**config.mk**
```make
export PLATFORM = sky130hd
export DESIGN_NAME = dcache
export DESIGN_NICKNAME = d
export VERILOG_FILES = /design/src/rtl/dcache_pkg.sv /design/src/rtl/dcache_array.sv /design/src/rtl/dcache.sv
export SDC_FILE = /design/constraint.sdc
export NUM_CORES = 1
export LEC_CHECK = 0
export CORE_MARGIN = 2
export CORE_UTILIZATION = 28
export CTS_BUF_LIST = sky130_fd_sc_hd__clkbuf_4
export DETAILED_ROUTE_END_ITERATION = 12
export HOLD_SLACK_MARGIN = 0.08
export PLACE_DENSITY = 0.4
export SYNTH_ARGS = -nofsm -noshare
export SYNTH_HDL_FRONTEND = slang
export SYNTH_HIERARCHICAL = 1
export SYNTH_SLANG_ARGS = --single-unit
```
**constraint.sdc**
```tcl
create_clock -name clk -period 6.61 [get_ports clk]
set_clock_uncertainty 0.1 [all_clocks]
set_input_delay 1.322 -clock clk [delete_from_list [all_inputs] [get_ports clk]]
set_output_delay 1.322 -clock clk [all_outputs]
set_load 0.02 [all_outputs]
```
**src/rtl/dcache_pkg.sv**
```systemverilog
// Shared types and sizes for the direct-mapped write-back data cache.
package dcache_pkg;
  localparam int WORDS_PER_LINE = 4;
  localparam int WORD_W         = 32;
  localparam int LINE_W         = WORDS_PER_LINE * WORD_W;
  localparam int ADDR_W         = 30;
  localparam int MEM_ADDR_W     = 28;

  typedef enum logic [1:0] {
    IDLE      = 2'd0,
    WRITEBACK = 2'd1,
    ALLOCATE  = 2'd2
  } state_e;

  // Word 0 sits in the least significant 32 bits of a line.
  function automatic logic [WORD_W-1:0] line_word(input logic [LINE_W-1:0] line,
                                                  input logic [1:0]        sel);
    return line[{sel, 5'd0} +: WORD_W];
  endfunction
endpackage

```
**src/rtl/dcache_array.sv**
```systemverilog
// Storage for the cache: valid/dirty bits (reset), tags and line data (no reset).
module dcache_array
  import dcache_pkg::*;
#(
  parameter  int LINES = 8,
  localparam int IW    = $clog2(LINES),
  localparam int TAG_W = MEM_ADDR_W - IW
) (
  input  logic              clk_i,
  input  logic              rst_i,
  input  logic [IW-1:0]     idx_i,
  output logic              valid_o,
  output logic              dirty_o,
  output logic [TAG_W-1:0]  tag_o,
  output logic [LINE_W-1:0] line_o,
  input  logic              word_we_i,
  input  logic [1:0]        word_sel_i,
  input  logic [WORD_W-1:0] word_i,
  input  logic              fill_i,
  input  logic [TAG_W-1:0]  fill_tag_i,
  input  logic [LINE_W-1:0] fill_line_i
);
  logic [LINES-1:0]  valid_q;
  logic [LINES-1:0]  dirty_q;
  logic [TAG_W-1:0]  tag_q  [LINES];
  logic [LINE_W-1:0] data_q [LINES];

  // A fill leaves the line clean; a word store marks it dirty.
  always_ff @(posedge clk_i) begin
    if (rst_i) begin
      valid_q <= '0;
      dirty_q <= '0;
    end else if (fill_i) begin
      valid_q[idx_i] <= 1'b1;
      dirty_q[idx_i] <= 1'b0;
    end else if (word_we_i) begin
      dirty_q[idx_i] <= 1'b1;
    end
  end

  // Tag and data updates; these arrays are qualified by valid so need no reset.
  always_ff @(posedge clk_i) begin
    if (fill_i) begin
      tag_q[idx_i]  <= fill_tag_i;
      data_q[idx_i] <= fill_line_i;
    end else if (word_we_i) begin
      data_q[idx_i][{word_sel_i, 5'd0} +: WORD_W] <= word_i;
    end
  end

  assign valid_o = valid_q[idx_i];
  assign dirty_o = dirty_q[idx_i];
  assign tag_o   = tag_q[idx_i];
  assign line_o  = data_q[idx_i];
endmodule

```
**src/rtl/dcache.sv**
```systemverilog
// Direct-mapped write-back, write-allocate data cache between the core and 128-bit memory.
module dcache
  import dcache_pkg::*;
#(
  parameter int LINES = 8
) (
  input  logic                  clk,
  input  logic                  rst,
  input  logic                  DCACHE_ren,
  input  logic                  DCACHE_wen,
  input  logic [ADDR_W-1:0]     DCACHE_addr,
  input  logic [WORD_W-1:0]     DCACHE_wdata,
  output logic                  DCACHE_stall,
  output logic [WORD_W-1:0]     DCACHE_rdata,
  output logic                  mem_read,
  output logic                  mem_write,
  output logic [MEM_ADDR_W-1:0] mem_addr,
  output logic [LINE_W-1:0]     mem_wdata,
  input  logic [LINE_W-1:0]     mem_rdata,
  input  logic                  mem_ready
);
  localparam int IW    = $clog2(LINES);
  localparam int TAG_W = MEM_ADDR_W - IW;

  state_e             state_q;
  state_e             state_d;
  logic [IW-1:0]      idx_s;
  logic [TAG_W-1:0]   req_tag_s;
  logic [1:0]         word_sel_s;
  logic               line_valid_s;
  logic               line_dirty_s;
  logic [TAG_W-1:0]   line_tag_s;
  logic [LINE_W-1:0]  line_data_s;
  logic               hit_s;
  logic               req_s;
  logic               idle_hit_s;
  logic               word_we_s;
  logic               fill_s;

  assign word_sel_s = DCACHE_addr[1:0];
  assign idx_s      = DCACHE_addr[IW+1:2];
  assign req_tag_s  = DCACHE_addr[ADDR_W-1:IW+2];
  assign hit_s      = line_valid_s && (line_tag_s == req_tag_s);
  assign req_s      = DCACHE_ren || DCACHE_wen;
  assign idle_hit_s = (state_q == IDLE) && hit_s;

  assign DCACHE_stall = req_s && !idle_hit_s;
  // Write wins when both ren and wen are raised; reset suppresses any array update.
  assign word_we_s = idle_hit_s && DCACHE_wen && !rst;
  assign fill_s    = (state_q == ALLOCATE) && mem_ready && !rst;

  dcache_array #(.LINES(LINES)) u_array (
    .clk_i       (clk),
    .rst_i       (rst),
    .idx_i       (idx_s),
    .valid_o     (line_valid_s),
    .dirty_o     (line_dirty_s),
    .tag_o       (line_tag_s),
    .line_o      (line_data_s),
    .word_we_i   (word_we_s),
    .word_sel_i  (word_sel_s),
    .word_i      (DCACHE_wdata),
    .fill_i      (fill_s),
    .fill_tag_i  (req_tag_s),
    .fill_line_i (mem_rdata)
  );

  // Miss handling: write back a dirty victim first, then refill the requested line.
  always_comb begin
    state_d = state_q;
    case (state_q)
      IDLE: begin
        if (req_s && !hit_s) begin
          if (line_valid_s && line_dirty_s) begin
            state_d = WRITEBACK;
          end else begin
            state_d = ALLOCATE;
          end
        end else begin
          state_d = IDLE;
        end
      end
      WRITEBACK: begin
        if (mem_ready) begin
          state_d = ALLOCATE;
        end else begin
          state_d = WRITEBACK;
        end
      end
      ALLOCATE: begin
        if (mem_ready) begin
          state_d = IDLE;
        end else begin
          state_d = ALLOCATE;
        end
      end
      default: state_d = IDLE;
    endcase
  end

  // State register; reset takes priority over a coincident mem_ready.
  always_ff @(posedge clk) begin
    if (rst) begin
      state_q <= IDLE;
    end else begin
      state_q <= state_d;
    end
  end

  // Memory request outputs are decoded from state so they stay stable while waiting.
  always_comb begin
    mem_read  = 1'b0;
    mem_write = 1'b0;
    mem_addr  = '0;
    mem_wdata = '0;
    case (state_q)
      WRITEBACK: begin
        mem_write = 1'b1;
        mem_addr  = {line_tag_s, idx_s};
        mem_wdata = line_data_s;
      end
      ALLOCATE: begin
        mem_read = 1'b1;
        mem_addr = DCACHE_addr[ADDR_W-1:2];
      end
      default: begin
        mem_read  = 1'b0;
        mem_write = 1'b0;
      end
    endcase
  end

  // Load data is driven only for a read that hits while idle.
  always_comb begin
    DCACHE_rdata = '0;
    if (DCACHE_ren && idle_hit_s) begin
      DCACHE_rdata = line_word(line_data_s, word_sel_s);
    end else begin
      DCACHE_rdata = '0;
    end
  end
endmodule

```
Word-level counts from Yosys, hierarchy flattened
Memories as Yosys holds them, arrays and structs flattened. Index checks and enable logic that the tools add are counted. Widths: inputs -> output; s select.

Add/sub/neg operators: 1. Bitwise logic cells: 132. Divide/modulo/power cells: 0. Multipliers: 0. $lt $le $gt $ge: 2. Reduce and logical (&&, ||, !) cells: 17. Muxes and demuxes: 151. Eq/ne operators: 3. Shifts and indexed selects: 3.

Operators by type and width (count): $mux 128 (2); $mux 1 (137); $or 1x1->1 (128); $shift 32x9->128 const A (1); $shiftx 128x8->32 (1); $shiftx 32x9->128 (1); $pmux 28 s2 (1); $mux 32 (1); $eq 25x25->1 (1); $mux 8 (2); $or 8x8->8 (2); $logic_and 1x1->1 (11); $neg 7->9 (1); $and 8x8->8 (1); $mux 2 (4); $not 8->8 (1); $bmux 1 s3 (2); $pmux 2 s3 (1); $lt 3x4->1 const B (1); $demux 1 s3 (1); $ge 3x1->1 const B (1); $logic_not 1->1 (3); $eq 2x1->1 const B (1); $eq 2x2->1 const B (1); other kinds (3) (3).

Memory bits (writable): 1224. Output and inout bits: 191. Latch bits: 0. Register bits: 18. Logic and storage cells: 314. ROM bits: 0. Memories: 2.

Memory list: u_array.data_q (depth 8, bits a word 128, read ports 1, clocked after memory_dff 0, wr ports 1, RTL line dcache_array.sv:26) `logic [LINE_W-1:0] data_q [LINES];`; u_array.tag_q (depth 8, bits a word 25, read ports 1, clocked after memory_dff 0, wr ports 1, RTL line dcache_array.sv:25) `logic [TAG_W-1:0] tag_q [LINES];`.

Depth between registers and ports, before layout
Gate-level depths: netlist (run 1).

Word-level depth: 10. Depth in mapped cells: 15. Gate-level depth less buffers: 11.

Modules after synthesis
The synthesis (run 1) kept the hierarchy.

By module, submodules not included: dcache_array (area each 48298.8 sq um, sequential area each 37075.6 sq um, cells each 2399, times used 1); dcache (area each 2702.6 sq um, sequential area each 40.0 sq um, cells each 336, times used 1).

Worst setup path before layout (run 1)
No wires, ideal clock.

Path kind: input to register. Start point: input DCACHE_addr[3]. End point: memory u_array/data_q[6][32] (netlist name), enable pin. Data arrival time: 5.516 ns. Required time: 6.089 ns. Setup time: 0.421 ns. Cell stages on the path: 14. Path slack: 0.573 ns. Path buffers: 4. Cell sequence: buf_2 > buf_4 > buf_2 > mux4_2 > nand2_1 > nand2_1 > xnor2_1 > nand4_1 > nor4_2 > and2_1 > and4b_1 > clkbuf_1 > a21oi_1 > nor2_1.

Word-level cells in the longest chain between the ends: 10.

RTL lines: start: declaration (RTL line dcache.sv:11) `input logic [ADDR_W-1:0] DCACHE_addr,`; $mem_v2 8x25; via line_tag_s[24] (RTL line dcache.sv:32) `logic [TAG_W-1:0] line_tag_s;`; $eq 25x25->1 (RTL line dcache.sv:43) `assign hit_s = line_valid_s && (line_tag_s == req_tag_s);`; $logic_and 1x1->1 (RTL line dcache.sv:43); $logic_and 1x1->1 (RTL line dcache.sv:45) `assign idle_hit_s = (state_q == IDLE) && hit_s;`; $logic_and 1x1->1 (2 in a row) (RTL line dcache.sv:49) `assign word_we_s = idle_hit_s && DCACHE_wen && !rst;`; via word_we_s (RTL line dcache.sv:37) `logic word_we_s;`; $mux 1 (RTL line dcache_array.sv:46) `end else if (word_we_i) begin`; $mux 1 (RTL line dcache_array.sv:43) `if (fill_i) begin`; $mux 128 (implied by the code) (RTL line dcache_array.sv:47) `data_q[idx_i][{word_sel_i, 5'd0} +: WORD_W] <= word_i;`; $or 1x1->1 (no line); end: declaration (RTL line dcache_array.sv:26).

The timed path passes the listed nets, and every way through them passes these cells. The select of a mux whose other input is x is not followed.

Worst setup path in the final report (run 1)
Start point: input DCACHE_addr[3]. End point: output DCACHE_rdata[27].

Word-level cells in the longest chain between the ends: 6.

RTL lines: $mem_v2 8x25; via line_tag_s[0] (RTL line dcache.sv:32); $eq 25x25->1 (RTL line dcache.sv:43); $logic_and 1x1->1 (RTL line dcache.sv:43); $logic_and 1x1->1 (RTL line dcache.sv:45); $logic_and 1x1->1 (RTL line dcache.sv:136) `if (DCACHE_ren && idle_hit_s) begin`; $mux 32 (RTL line dcache.sv:136); end: declaration (RTL line dcache.sv:14) `output logic [WORD_W-1:0] DCACHE_rdata,`.

The timed path passes the listed nets, and every way through them passes these cells. The select of a mux whose other input is x is not followed.

==> results of run 1 <==
==> flip-flops by register name, summed over array words and instances (netlist names), named ones only <==
| register | cells |
|---|---|
| u_array/data_q | 1024 |
| u_array/tag_q | 200 |
| u_array/valid_q | 8 |
| state_q | 2 |
==> path summary, 6_finish.rpt <==
check,from,endpoint,slack [ps],cells after the start
worst max-delay path,DCACHE_addr[3],DCACHE_rdata[27],300,14
worst min-delay path,u_array/valid_q[4],u_array/valid_q[4],370,2
worst max register to register,u_array/tag_q[4][23],u_array/data_q[5][110],2270,14
worst min register to register,u_array/valid_q[4],u_array/valid_q[4],370,2
==> metrics by stage <==
| stage | power, mW | area [µm²] | hold slack, ps | instances | setup WS, ps |
|---|---|---|---|---|---|
| 2_1_floorplan | 9.48 | 51000 | 331 | 2735 | 573 |
| 3_3_place_gp | 10.0 | 58700 | 352 | 5449 | 133 |
| 3_5_place_dp | 10.0 | 58700 | 358 | 5449 | 133 |
| 4_1_cts | 16.8 | 62800 | 371 | 6039 | 93.5 |
| 5_1_grt | 17.3 | 62800 | 399 | 6051 | 58.4 |
| 6_report | 16.5 | 62800 | 368 | 6054 | 301 |
==> placed cells by master, fill, tap and decap left out, drive strengths merged, types with 2 or more instances in the layout <==
cell / Yosys / routed
mux2i: 2 / 2
nand3b: 3 / 3
nor2b: 57 / 57
clkinv: 1 / 91
nor4: 3 / 3
ha: 9 / 9
a22o: 128 / 128
dfxtp: 18 / 18
a31oi: 4 / 4
and3b: 2 / 2
nand2: 473 / 473
a41oi: 2 / 2
buf: 100 / 134
and2: 136 / 136
nor3: 10 / 10
and4b: 2 / 2
inv: 6 / 14
clkdlybuf4s50: 0 / 380
a22oi: 25 / 25
clkbuf: 70 / 490
mux4: 340 / 340
nand2b: 4 / 4
nand3: 5 / 5
nand4: 7 / 7
a21oi: 13 / 13
nor2: 49 / 49
bufinv: 0 / 2
edfxtp: 1224 / 1224
nor4b: 2 / 2
diode: 0 / 15
o21ai: 2 / 2
xnor2: 25 / 25
==> layer usage <==
metal | part of all wire, % | up-vias | wire, µm
li1 | - | 12500 | -
met1 | 40 | 15800 | 72900
met2 | 52 | 920 | 94200
met3 | 4.0 | 335 | 7310
met4 | 3.7 | 2 | 6660
met5 | 0.0072 | - | 13
==> final cells by class <==
| class | count | area, µm² |
|---|---|---|
| clock buffer | 490 | 3680 |
| timing repair buffer | 514 | 5240 |
| inverter | 7 | 31.3 |
| sequential | 1242 | 37100 |
| clock inverter | 100 | 447 |
| antenna | 15 | 37.5 |
| tap | 2370 | 2970 |
| multi-input combinational | 1316 | 13300 |
| fill | 17200 | 118000 |
==> report_power, final <==
part	total (mW)	switching, mW	leakage, nW	internal [mW]
Clock	6.67	3.19	2.49	3.47
Sequential	8.71	0.00949	11.2	8.70
Combinational	1.14	0.681	7.05	0.463
Total	16.5	3.88	20.7	12.6
==> critical path: cells and delay by family <==
family                 cells  cell delay [ps]
buffers and inverters      6             1750
AND/OR/NAND/NOR            6              930
multiplexers               1              510
XOR/XNOR                   1              250
==> kinds of logic after synthesis <==
kind of cell	Yosys count
flops	1242
compound gates	178
fa+ha+maj	9
mux	343
simple gates	761
buf+inv	177
xor+xnor	25
==> results.yml, run 1 <==
outcome:
  status: "finished clean"
cells_and_area:
  final_core_util_pct: 34.7
  drive_gt1_share_pct: 28.6
  area_growth_pct: 23.2
  nNetsFinal: 3640
detailed_routing:
  viasPerCell: 4.89
  dr.pass1.iters: 5
  finalWirelength_mm: 181
  antenna_left: 0
  post_drt_wl_per_cell_um: 29.9
  drt_first_iter_violations: 2347
  vias: 29600
  drc: 0
timing:
  tightestPinTransition_ps: 1140
  finalSetupViolations: 0
  finalHoldViolCount: 0
  relSlewSlack_pct: 23.9
  rsz0062_at_grt: "false"
  min_period_over_period_pct: 95.5
  tns_ps: 0
  maxSlewViolCount: 0
  fin_crit_ps: 6310
  max_freq_ghz: 0.158
worst_setup_path:
  cp_max_fo: 36
  setup.worst_path.start_class: "input pin"
  crit_chain: "buf_12 > buf_12 > mux4_2 > nand2_1 > nand2_1 > xnor2_1 > nand4_1 > nor3_1 > buf_4 > nand4_1 > buf_12 > buf_4 > nor2b_1 > clkdlybuf4s50_1"
  crit_arrival_ps: 4890
  cpPeakStageDelay_ps: 630
  cp_common_cell: "buf_12"
  cp-end-kind: "output pin"
  slowest_stage: "clkdlybuf4s50_1"
  cp.required_ps: 5190
  path_class: "input pin to output pin"
clocking:
  clk_latency_ps: 1250
  tritoncts: "yes"
  cts_made_buffers: 355
  cts_sinks: 1242
  clock_path_buffers: 4
  cts-root-buf: "clkbuf_4"
  cts_hold_buf: 0
  clk_pin_slew_ps: 50
  htreeDepth: 5
  postCtsSetupRepairBufs: 0
  cts_resized: 0
synth:
  synthMuxAreaShare_pct: 15.1
  synth_adder_area_share_pct: 0.221
  syn_inst: 2735
  netlist_top_cells_count: "edfxtp_1, nand2_1, mux4_2, and2_1, a22o_1"
  syn_avg_cell_area_um2: 18.6
  synth_top_area_share_pct: 72.1
  synth_top_family_by_area: "multiplexers"
  post-synth-top-count-cell: "edfxtp_1"
  synth_edf_count: 1224
  yosys-top-cells-area: "edfxtp_1, mux4_2, nand2_1"
  ys_async_sr_fraction_pct: 0
  synth_compound_area_share_pct: 2.86
  ys_seq_area_share_pct: 72.8
  synth.cell_area_um2: 51000
  synthXorXnorAreaFrac_pct: 0.429
  ys.flop_type: "edfxtp_1"
  synth_cell_type_count: 49
  synth_top_cell_by_area: "edfxtp_1"
  yosys.area_share.simple_pct: 6.93
  syn_nets: 2939
  synth_warnings: 6
  synth-seq-cells: 1242
power:
  peakVddDrop_uv: 98.8
  powerDensity_nw_per_um2: 263
  leakagePower_nw: 20.7
global_route:
  use_met3_pct: 3.44
  grt_max_degree: 95
  antenna_found_initial: 14
  top_usage_layer: "met2"
  gr-usage-met1_pct: 23.2
  grt_pass1_wl_mm: 250
  grt_pass1_vias: 31900
  use_met2_pct: 34.2
  overflow: 0
  grt.total_usage_pct: 19.4
flow_run:
  maxCapViolCount: 0
floorplanning:
  die_w_um: 431
  io_pins: 386
  rows: 156
  initial_core_util_pct: 28.2
  die_h_um: 431
  coreArea_um2: 181000
  die_area_um2: 186000
place:
  place_congestion: 0.797
  io_buffers: 385
  dp_hpwl_mm: 112
min_path:
  min_path_type: "register to register"
Note: power is estimated with default switching activity, not from simulation.
==> run 2: changes to the inputs <==
--- a/config.mk
+++ b/config.mk
@@ -10,8 +10,10 @@
 export CTS_BUF_LIST = sky130_fd_sc_hd__clkbuf_4
 export DETAILED_ROUTE_END_ITERATION = 12
 export HOLD_SLACK_MARGIN = 0.08
+export MAX_ROUTING_LAYER = met4
 export PLACE_DENSITY = 0.4
 export SYNTH_ARGS = -nofsm -noshare
 export SYNTH_HDL_FRONTEND = slang
 export SYNTH_HIERARCHICAL = 1
 export SYNTH_SLANG_ARGS = --single-unit
+export TNS_END_PERCENT = 100
==> run 2 against run 1 <==
Global-route usage increased by 0.57 points. Sequential cell count unchanged. Hold slack about the same. Sequential share of layout area about the same. Critical path depth unchanged. Clock power about the same. Cell area about the same. Combinational power about the same. Core utilization about the same. Total power about the same. Critical path type unchanged. Largest cell class unchanged.
==> results.yml, run 2 (synthesis gave the netlist of run 1 again) <==
global_route:
  overflow: 0
  grt.total_usage_pct: 19.9
  grt_pass1_vias: 31900
  grt_pass1_wl_mm: 250
  grt_max_degree: 95
  antenna_found_initial: 12
worst_setup_path:
  path_depth: 14
  cp-end-kind: "output pin"
  cp_max_fo: 36
  cpPeakStageDelay_ps: 620
  cpLargestDelayFamily: "buffers and inverters"
  cp.required_ps: 5190
  reg2reg_depth: 14
  cp_num_buf_inv: 6
  crit_chain: "buf_12 > buf_12 > mux4_2 > nand2_1 > nand2_1 > xnor2_1 > nand4_1 > nor3_1 > buf_4 > nand4_1 > buf_12 > buf_4 > nor2b_1 > clkdlybuf4s50_1"
  setup.worst_path.start_class: "input pin"
  path_class: "input pin to output pin"
  cp_common_cell: "buf_12"
  crit_arrival_ps: 4840
  slowest_stage: "clkdlybuf4s50_1"
floorplanning:
  coreArea_um2: 181000
  initial_core_util_pct: 28.2
  die_h_um: 431
  rows: 156
  io_pins: 386
  die_area_um2: 186000
  die_w_um: 431
power:
  combPwrFrac_pct: 6.9
  sequentialPowerShare_pct: 52.7
  powerDensity_nw_per_um2: 263
  switching_share_pct: 23.5
  peakVddDrop_uv: 97.5
  power_frac_clock_pct: 40.4
  internal-power_mw: 12.6
  leakagePower_nw: 20.7
  power.switching_mw: 3.88
  finalPower_mw: 16.5
cells_and_area:
  final_common_cell: "edfxtp_1"
  layout_common_cells: "edfxtp_1, clkbuf_4, nand2_1, clkdlybuf4s50_1, mux4_2"
  fillerInstances: 17200
  drive_gt1_share_pct: 28.6
  largest_register_ffs: 1024
  final_area_um2: 62800
  reg.largest.list: "u_array/data_q: 1024 flops, u_array/tag_q: 200 flops, u_array/valid_q: 8 flops"
  nNetsFinal: 3640
  area_growth_pct: 23.2
  top_register: "u_array/data_q"
detailed_routing:
  vias: 29500
  antenna_left: 0
  drc: 0
  post_drt_wl_per_cell_um: 29.9
  drt_first_iter_violations: 2251
  viasPerCell: 4.88
  finalWirelength_mm: 181
  dr.pass1.iters: 5
min_path:
  min_path_cells: 2
  min_path_type: "register to register"
clocking:
  postCtsSetupRepairBufs: 0
  cts_sinks: 1242
  clk_latency_ps: 1240
  tritoncts: "yes"
  htreeDepth: 5
  clock_path_buffers: 4
  cts_resized: 0
  cts_hold_buf: 0
  cts-root-buf: "clkbuf_4"
  cts_made_buffers: 355
  clk_pin_slew_ps: 50
outcome:
  status: "finished clean"
timing:
  tightestPinTransition_ps: 1140
  min_period_over_period_pct: 94.7
  relSlewSlack_pct: 24.0
  maxSlewViolCount: 0
  finalSetupViolations: 0
  fin_hold_ws_ps: 368
  tns_ps: 0
  fin_crit_ps: 6260
  rsz0062_at_grt: "false"
  finalHoldViolCount: 0
  max_freq_ghz: 0.160
place:
  place_congestion: 0.809
  placed_area_um2: 58700
  dp_hpwl_mm: 112
  io_buffers: 385
flow_run:
  maxCapViolCount: 0
[run 2: changes by cell type in the layout (fill, tap and decap cells not counted), sizes merged]
cell / delta
diode: -2
[run 2: worst min-delay path, cell delays in order (launching register included)]
cell,delay [ps]
dfxtp_1,330
a21oi_1,40
nor2_1,70
[run 2: power by group through the flow]
stage / registers, mW / logic [mW] / clock network (mW)
detailed placement: 8.87 / 1.17 / 0
CTS: 8.71 / 1.18 / 6.96
global route: 8.70 / 1.22 / 7.35
global placement: 8.87 / 1.16 / 0
floorplan: 8.87 / 0.608 / 0
finish: 8.71 / 1.14 / 6.66
[run 2: per-layer routing]
layer	vias to the layer above	GRT usage (%)	wire length (µm)	part of all wire, %
li1	12500	-	-	-
met1	15800	23.3	72300	40
met2	948	34.3	94400	52
met3	310	3.33	7810	4.3
met4	0	7.93	6250	3.5
met5	-	-	0	0
[run 2: worst paths after layout]
kind | start | to | slack, ps
worst max-delay path | DCACHE_addr[3] | DCACHE_rdata[27] | 350
worst min-delay path | u_array/valid_q[4] | u_array/valid_q[4] | 370
worst max register to register | u_array/tag_q[4][23] | u_array/data_q[1][110] | 2280
worst min register to register | u_array/valid_q[4] | u_array/valid_q[4] | 370
[run 2: area by class of cell]
type / count / area (µm²) / share of cell area (%)
Antenna cell: 13 / 32.5 / 0.0518
Clock buffer: 490 / 3680 / 5.85
Clock inverter: 100 / 447 / 0.711
Inverter: 7 / 31.3 / 0.0498
Multi-Input combinational cell: 1316 / 13300 / 21.2
Sequential cell: 1242 / 37100 / 59.1
Tap cell: 2370 / 2970 / 4.72
Timing Repair Buffer: 514 / 5240 / 8.34
[run 2: stage by stage]
stage	std cells	setup WS [ps]	utilization, %
floorplan	2735	573	-
global placement	5449	133	32.4
detailed placement	5449	133	32.4
CTS	6039	93.5	34.7
global route	6050	63.5	34.7
finish	6052	348	34.7
